$ cat config.mk
export PLATFORM = sky130hd
export DESIGN_NAME = arb_rr_4
export DESIGN_NICKNAME = d
export VERILOG_FILES = /design/src/rtl/arb_pkg.sv /design/src/rtl/rr_pick4.sv /design/src/rtl/arb_rr_4.sv
export SDC_FILE = /design/constraint.sdc
export NUM_CORES = 1
export LEC_CHECK = 0
export ABC_AREA = 1
export CAP_MARGIN = 30
export CORE_MARGIN = 4
export CORE_UTILIZATION = 55
export DETAILED_ROUTE_END_ITERATION = 10
export PLACE_DENSITY = 0.77
export SYNTH_ARGS = -nofsm -noshare
export SYNTH_HDL_FRONTEND = slang
export SYNTH_HIERARCHICAL = 1
export SYNTH_SLANG_ARGS = --single-unit
$ cat constraint.sdc
create_clock -name clock -period 4.35 [get_ports clock]
set_input_delay 0.87 -clock clock [delete_from_list [all_inputs] [get_ports clock]]
set_output_delay 0.87 -clock clock [all_outputs]
set_load 0.05 [all_outputs]
$ cat src/rtl/arb_pkg.sv
// ----------------------------------------------------------------------------
// arb_pkg
//
// Purpose:
//    Shared definitions for the four-way round-robin arbiter: the encoding of
//    the arbiter state machine and the default grant hold limit.
//
// Ports:
//    none (package)
// ----------------------------------------------------------------------------
package arb_pkg;

    // IDLE means no grant is outstanding; GRANT means exactly one owner holds
    // the grant.
    typedef enum logic [0:0] {
        IDLE  = 1'b0,
        GRANT = 1'b1
    } arb_state_t;

    // Longest run of consecutive cycles one owner may keep the grant while
    // somebody else is waiting.
    localparam int DEFAULT_MAX_HOLD = 8;

endpackage : arb_pkg

$ cat src/rtl/rr_pick4.sv
// ----------------------------------------------------------------------------
// rr_pick4
//
// Purpose:
//    Purely combinational round-robin selector for four requesters. Scans the
//    request vector starting at ptr_i and wrapping modulo 4, and returns the
//    first asserted request. One index may be masked out of the scan, which
//    the arbiter uses to skip the current owner when handing the grant over.
//
// Ports:
//    req_i       [3:0]  request vector, bit n belongs to requester n
//    ptr_i       [1:0]  index where the scan starts (highest priority)
//    excl_en_i          when 1, excl_idx_i is never selected
//    excl_idx_i  [1:0]  index to skip while excl_en_i is 1
//    found_o            1 when some eligible request was found
//    index_o     [1:0]  selected requester, meaningful only when found_o=1
// ----------------------------------------------------------------------------
module rr_pick4 (
    input  logic [3:0] req_i,
    input  logic [1:0] ptr_i,
    input  logic       excl_en_i,
    input  logic [1:0] excl_idx_i,
    output logic       found_o,
    output logic [1:0] index_o
);

    logic [1:0] candIdx;

    // Walk the four positions in priority order, starting at ptr_i. The
    // two-bit addition wraps naturally, which gives the modulo-4 rotation.
    // The first eligible hit wins; later hits are ignored because found_o is
    // already set. When nothing is found index_o simply echoes ptr_i so the
    // output is never left undriven.
    always_comb begin
        found_o = 1'b0;
        index_o = ptr_i;
        candIdx = ptr_i;
        for (int k = 0; k < 4; k++) begin
            candIdx = ptr_i + 2'(k);
            if (!found_o && req_i[candIdx] &&
                !(excl_en_i && (candIdx == excl_idx_i))) begin
                found_o = 1'b1;
                index_o = candIdx;
            end
        end
    end

endmodule : rr_pick4

$ cat src/rtl/arb_rr_4.sv
// ----------------------------------------------------------------------------
// arb_rr_4
//
// Purpose:
//    Four-requester round-robin arbiter with a bounded hold time. A granted
//    requester keeps the grant while it keeps requesting, but once it has held
//    it for MAX_HOLD consecutive cycles and somebody else is waiting the grant
//    is taken away and passed on at the same edge. Releasing the request also
//    passes the grant on with no idle cycle in between. All outputs come
//    straight from flops, so there is no combinational path from req to g.
//
// Parameters:
//    MAX_HOLD           consecutive cycles one owner may hold while others
//                       wait (1..255)
//
// Ports:
//    clock              sole clock, rising edge
//    reset_b            synchronous active-low reset
//    req0..req3         level requests from requesters 0..3
//    g0..g3             registered one-hot (or all-zero) grant word
//    busy               registered, 1 whenever any grant is asserted
// ----------------------------------------------------------------------------
module arb_rr_4
    import arb_pkg::*;
#(
    parameter int MAX_HOLD = DEFAULT_MAX_HOLD
) (
    input  logic clock,
    input  logic reset_b,
    input  logic req0,
    input  logic req1,
    input  logic req2,
    input  logic req3,
    output logic g0,
    output logic g1,
    output logic g2,
    output logic g3,
    output logic busy
);

    // The hold counter must be able to reach MAX_HOLD itself, hence the +1.
    localparam int HCNT_W = (MAX_HOLD < 2) ? 1 : $clog2(MAX_HOLD + 1);
    localparam logic [HCNT_W-1:0] HOLD_LIMIT = HCNT_W'(MAX_HOLD);
    localparam logic [HCNT_W-1:0] HOLD_ONE   = HCNT_W'(1);

    arb_state_t        state_q;
    arb_state_t        state_d;
    logic [1:0]        ptr_q;
    logic [1:0]        ptr_d;
    logic [1:0]        owner_q;
    logic [1:0]        owner_d;
    logic [HCNT_W-1:0] hcnt_q;
    logic [HCNT_W-1:0] hcnt_d;
    logic [3:0]        grant_q;
    logic [3:0]        grant_d;
    logic              busy_q;
    logic              busy_d;

    logic [3:0]        reqVec;
    logic [3:0]        ownerMask;
    logic              ownerReq;
    logic              othersReq;
    logic              holdExpired;
    logic [1:0]        pickPtr;
    logic              pickExclEn;
    logic              pickFound;
    logic [1:0]        pickIndex;

    assign reqVec      = {req3, req2, req1, req0};
    assign ownerMask   = 4'b0001 << owner_q;
    assign ownerReq    = reqVec[owner_q];
    assign othersReq   = |(reqVec & ~ownerMask);
    assign holdExpired = (hcnt_q >= HOLD_LIMIT);

    // From IDLE the scan starts at the stored pointer and nobody is excluded.
    // While a grant is held the only reason to pick is a handover, which
    // always scans from the slot after the owner and skips the owner, so a
    // revoked owner cannot win its own handover.
    assign pickPtr    = (state_q == GRANT) ? (owner_q + 2'd1) : ptr_q;
    assign pickExclEn = (state_q == GRANT);

    rr_pick4 u_pick (
        .req_i      (reqVec),
        .ptr_i      (pickPtr),
        .excl_en_i  (pickExclEn),
        .excl_idx_i (owner_q),
        .found_o    (pickFound),
        .index_o    (pickIndex)
    );

    // Next-state decision for the arbiter.
    //
    // IDLE: any request starts a grant for the picked requester; the pointer
    // is left alone so the first arbitration after reset starts at 0.
    //
    // GRANT: the owner keeps the grant while it requests and either still has
    // hold budget or has nobody competing; the counter saturates at the limit
    // so an uncontested owner can hold indefinitely. Otherwise (release or
    // expired hold with a competitor) the pointer moves past the owner. When
    // there is a competitor the grant moves there at this very edge, giving
    // back-to-back grants without a gap; with no competitor the arbiter goes
    // idle.
    //
    // The registered grant word and busy flag are derived from the next state
    // so they appear one edge after the deciding request sample.
    always_comb begin
        state_d = state_q;
        ptr_d   = ptr_q;
        owner_d = owner_q;
        hcnt_d  = hcnt_q;

        case (state_q)
            IDLE: begin
                if (pickFound) begin
                    state_d = GRANT;
                    owner_d = pickIndex;
                    hcnt_d  = HOLD_ONE;
                end
            end
            GRANT: begin
                if (ownerReq && (!holdExpired || !othersReq)) begin
                    if (!holdExpired) begin
                        hcnt_d = hcnt_q + HOLD_ONE;
                    end
                end else begin
                    ptr_d = owner_q + 2'd1;
                    if (pickFound) begin
                        owner_d = pickIndex;
                        hcnt_d  = HOLD_ONE;
                    end else begin
                        state_d = IDLE;
                        hcnt_d  = '0;
                    end
                end
            end
            default: begin
                state_d = IDLE;
                hcnt_d  = '0;
            end
        endcase

        grant_d = (state_d == GRANT) ? (4'b0001 << owner_d) : 4'b0000;
        busy_d  = (state_d == GRANT);
    end

    // State machine and output registers. Reset is sampled on the clock edge
    // and clears everything, including any grant in flight, so a reset in the
    // middle of a grant drops the outputs at that same edge.
    always_ff @(posedge clock) begin
        if (!reset_b) begin
            state_q <= IDLE;
            ptr_q   <= 2'd0;
            owner_q <= 2'd0;
            hcnt_q  <= '0;
            grant_q <= 4'b0000;
            busy_q  <= 1'b0;
        end else begin
            state_q <= state_d;
            ptr_q   <= ptr_d;
            owner_q <= owner_d;
            hcnt_q  <= hcnt_d;
            grant_q <= grant_d;
            busy_q  <= busy_d;
        end
    end

    assign g0   = grant_q[0];
    assign g1   = grant_q[1];
    assign g2   = grant_q[2];
    assign g3   = grant_q[3];
    assign busy = busy_q;

endmodule : arb_rr_4

==> metrics.csv, run 1 <==
stage,metric,value,unit
sta,tightest_slew,0.810,ns
setup_path,crit_fanout,8,
grt,antenna_found_initial,0,
route,vias_per_cell,5.23,
sta,tns,0,ns
status,status,"complete, no violations",
min_path,holdCritPathClass,flip-flop to flip-flop,
sta,max_clock_freq,311,MHz
synth,ys_warn_count,6,
clock_network,post_cts_buffers,0,
placed_design,io_buffers,10,
sta,skew,0.000276,ns
sta,finalHoldViolCount,0,
synth,synth.largest_area_cell,dfxtp_1,
synth,yosysTopAreaCellShare,22.9,%
die,rows,16,
grt,grt.total_usage,21.4,%
synth,ys_top_cells_by_area,"dfxtp_1 23%, nand2_1 21%, nand3_1 7.9%, inv_1 7.3%, ha_1 6.6%",
layout,diodes,0,
clock_network,path_clk_slew,0.08,ns
clock_network,cts_max_level,1,
synth,syn-num-nets,194,
route,antenna_left,0,
route,dr_total_vias,1155,
synth,syn_area,1140,um^2
grt,first_global_vias,1054,
route,dr.pass1.iters,6,
job,drv_cap,0,
synth,ys_seq_area_share,22.9,%
sta,drv_slew,0,
layout,fill_cells,195,
layout,area_delta_synth_final,12.6,%
clock_network,cts_inserted_buffers,3,
sta,period_minus_slack,3.22,ns
die,ios,11,
setup_path,arrival,3.39,ns
clock_network,cts_sinks,13,
sta,relSlewSlack,45.5,%
sta,rsz0062_at_grt,false,
setup_path,start_kind,flip-flop,
synth,synth_seq_cells,13,
setup_path,critical_path_required,4.53,ns
placed_design,place.gp.congestion,0.866,
placed_design,dp_hpwl,2.10,mm
layout,layout_commonest_cell,nand2_1,
grt,grt-ovfl-total,0,
synth,synthCells,182,
clock_network,tritoncts,built,
route,drcViolationCount,0,
layout,nets,207,
die,core,1960,um^2
clock_network,cts_hold_buf,0,
route,drt-total-wl,2.65,mm
die,die_h,53.5,um
layout,layout_common_cells,"64 x nand2_1, 22 x inv_1, 18 x nand3_1",
layout,drive_above_1_share,15.5,%
sta,fin_crit_sh,73.9,%
sta,finalSetupViolCount,0,
route,drt_iter0_markers,28,
clock_network,clock_latency,0.27,ns
grt,grt_max_degree,16,
setup_path,worst_setup_path_end_kind,flip-flop,
clock_network,cts_resized,0,
route,wl_per_cell,12.0,um
synth,avgSynthCellArea,6.26,um^2
grt,grt_pass1_wl,4.55,mm
clock_network,cts_root_buffer,clkbuf_4,
setup_path,worstSetupPathType,flip-flop to flip-flop,
synth,synth.distinct_cells,29,
die,fp.dieW,53.5,um
die,start_util,58.0,%
die,die_area,2860,um^2
clock_network,clock_path_buffers,2,
==> kinds of logic after synthesis <==
family / share of synthesized area, %
adder cells (fa/ha/maj): 6.59
AO/OA/AOI/OAI: 9.56
XOR/XNOR: 0.769
AND/OR/NAND/NOR: 48.9
buffers and inverters: 11.3
flip-flops: 22.9
==> worst max-delay path: stages, from the launching register on <==
cell     delay (ns)
dfxtp_1        0.53
inv_1          0.19
ha_1           0.32
nand2_1        0.06
o21ai_0        0.29
inv_2          0.24
nand2_1        0.07
nand2_1        0.12
nand2_1        0.08
nand2_2        0.11
nand2_2        0.09
nand4_2        0.14
nand4_1        0.31
inv_1          0.25
nand3_1        0.10
a21oi_1        0.17
nor2_1         0.05
==> state kept, by name, summed over array words and instances (netlist names) <==
name     count
grant_q      4
hcnt_q       4
owner_q      2
ptr_q        2
busy         1
==> cell usage after synthesis (all sizes together) <==
library cell  number
a21oi              6
nand4              4
nand2             74
buf                3
inv               27
dfxtp             13
nand3             21
xnor2              1
o21ai              5
a41oi              1
a211oi             1
ha                 6
clkinv             1
nor2              18
or2                1
==> metrics by stage <==
stage | instance area (um^2) | utilization [%] | setup slack (ns) | instances | hold WS [ns]
2_1_floorplan | 1140 | - | 1.58 | 182 | 0.424
3_3_place_gp | 1260 | 64.0 | 1.36 | 217 | 0.462
3_5_place_dp | 1260 | 64.0 | 1.23 | 217 | 0.469
4_1_cts | 1280 | 65.4 | 1.20 | 221 | 0.487
5_1_grt | 1280 | 65.4 | 0.846 | 221 | 0.526
6_report | 1280 | 65.4 | 1.13 | 221 | 0.488
==> path summary, 6_finish.rpt <==
kind / start / to / slack, ns / depth (start not counted)
worst min-delay path: ptr_q[0] / ptr_q[0] / 0.49 / 2
worst max register to register: owner_q[1] / hcnt_q[0] / 1.13 / 16
worst max-delay path: owner_q[1] / hcnt_q[0] / 1.13 / 16
worst min register to register: ptr_q[0] / ptr_q[0] / 0.49 / 2
==> area by class of cell <==
type | instances | area, um^2 | area share [%]
inverters | 28 | 105 | 8.20
repair buffers | 11 | 108 | 8.39
flip-flops and latches | 13 | 260 | 20.3
well taps | 27 | 33.8 | 2.63
multi-input cells | 138 | 749 | 58.4
clock buffers | 4 | 26.3 | 2.05
==> metal layers <==
layer	track usage (%)	vias to the layer above	routed length (um)
met5	0	-	0
met4	4.26	0	48
met3	5.63	6	156
met2	36.5	43	1220
met1	26.9	515	1230
li1	-	591	-
Power of run 1 is not shown: default switching activity piles up to over one toggle a cycle in this logic, so the estimate is an artifact.
==> run 2: changes to the inputs <==
==> constraint.sdc (replaced) <==
create_clock -name clock -period 3.2 [get_ports clock]
set_input_delay 0.64 -clock clock [delete_from_list [all_inputs] [get_ports clock]]
set_output_delay 0.64 -clock clock [all_outputs]
set_load 0.05 [all_outputs]
==> run 2 against run 1 <==
  * Final area rose by 2.3%
  * Clock skew increased by 0.0057 ns
  * Cell count grew 1.8%
  * Via count up 0.26%
  * Register-to-register slack lost 0.65 ns
  * Wire length decreased by 1.6%
  * Fmax is 19% higher
  * Non-clock buffer count rose by 4
  * Setup slack lost 0.65 ns
  * Global-route usage down 0.28 points
  * Largest cell class unchanged
==> metrics.csv, run 2 (synthesis results as in run 1) <==
stage,metric,value,unit
status,status,"complete, no violations",
sta,drv_slew,0,
clock_network,cts_root_buffer,clkbuf_4,
die,core,1960,um^2
min_path,worst_hold_startpoint,ptr_q[1],
setup_path,start_kind,flip-flop,
clock_network,cts_inserted_buffers,3,
sta,rsz0062_at_grt,false,
grt,grt_max_degree,13,
die,start_util,58.0,%
grt,first_global_vias,1048,
grt,grt_pass1_wl,4.40,mm
sta,relSlewSlack,66.7,%
layout,nets,211,
die,rows,16,
sta,finalSetupViolCount,0,
clock_network,tritoncts,built,
layout,layout_commonest_cell,nand2_1,
sta,max_clock_freq,369,MHz
sta,finalHoldViolCount,0,
setup_path,critical_path_required,3.39,ns
clock_network,clock_latency,0.29,ns
setup_path,worstSetupPathType,flip-flop to flip-flop,
layout,reg_top3,"grant_q: 4 flops, hcnt_q: 4 flops",
route,dr.pass1.iters,4,
min_path,holdCritPathClass,flip-flop to flip-flop,
sta,setup_ws,0.486,ns
sta,fin_crit_sh,84.8,%
clock_network,cts_resized,0,
placed_design,dp_hpwl,2.06,mm
route,wl_per_cell,11.6,um
grt,grt.total_usage,21.1,%
clock_network,cts_sinks,13,
clock_network,path_clk_slew,0.08,ns
route,drt_iter0_markers,33,
clock_network,cts_hold_buf,0,
die,ios,11,
setup_path,crit_fanout,8,
sta,skew,0.00597,ns
die,fp.dieW,53.5,um
layout,diodes,0,
clock_network,post_cts_buffers,0,
layout,area_delta_synth_final,15.3,%
clock_network,clock_path_buffers,2,
sta,period_minus_slack,2.71,ns
route,dr_total_vias,1158,
route,drt-total-wl,2.61,mm
sta,hold_ws,0.453,ns
setup_path,arrival,2.90,ns
layout,drive_above_1_share,17.2,%
clock_network,cts_max_level,1,
setup_path,worstSetupStartpoint,owner_q[1],
route,vias_per_cell,5.15,
route,drcViolationCount,0,
placed_design,io_buffers,10,
die,die_h,53.5,um
grt,antenna_found_initial,0,
setup_path,worst_setup_path_end_kind,flip-flop,
placed_design,place.gp.congestion,0.935,
job,drv_cap,0,
layout,fill_cells,189,
grt,grt-ovfl-total,0,
layout,layout_common_cells,"64 x nand2_1, 22 x inv_1, 18 x nand3_1",
layout,utilization,66.9,%
route,antenna_left,0,
die,die_area,2860,um^2
setup_path,r2r_start,owner_q[1],
sta,tns,0,ns
placed_design,dpl_worst_slack,0.298,ns
setup_path,r2r_setup_slack,0.49,ns
sta,tightest_slew,0.498,ns
==> run 2: cell count changes in the layout (fill, tap and decap cells not counted), sizes merged <==
cell    delta
buf        +3
clkbuf     +1
==> run 2: path summary, 6_finish.rpt <==
kind | end | cells after the start
hold / removal | ptr_q[1] | 2
setup / recovery | hcnt_q[0] | 17
hold reg to reg | ptr_q[1] | 2
setup reg to reg | hcnt_q[0] | 17
==> run 2: cell type report <==
class	count	area (um^2)	share of cell area [%]
Timing Repair Buffer	15	138	10.5
Clock buffer	4	26.3	2.00
Tap cell	27	33.8	2.57
Inverter	28	105	8.01
Multi-Input combinational cell	138	749	57.1
Sequential cell	13	260	19.8
==> run 2: layer usage <==
metal	global-route usage [%]	wire [um]	vias to the layer above	share of wire (%)
met4	6.81	42	0	1.6
met2	35.1	1260	45	48
met3	5.07	198	5	7.6
met1	26.5	1100	512	42
met5	0	0	-	0
li1	-	-	596	-
==> run 2: worst max-delay path, cell delays in order (launching register included) <==
cell and delay (ns):
dfxtp_1 0.34, inv_1 0.10, ha_1 0.30, nand2_1 0.06
o21ai_0 0.07, clkbuf_4 0.20, inv_2 0.12, nand2_1 0.06
nand2_1 0.12, nand2_1 0.08, nand2_2 0.09, nand2_2 0.08
nand4_2 0.14, nand4_1 0.27, inv_1 0.23, nand3_1 0.10
a21oi_1 0.18, nor2_1 0.05
==> run 2: metrics by stage <==
| step | std cells | cell area [um^2] |
|---|---|---|
| final | 225 | 1310 |
| after global routing | 225 | 1310 |
| after CTS | 224 | 1310 |
| after detailed placement | 220 | 1280 |
| after global placement | 220 | 1280 |
| after floorplan | 182 | 1140 |
Power of run 2 is left out for the same reason.
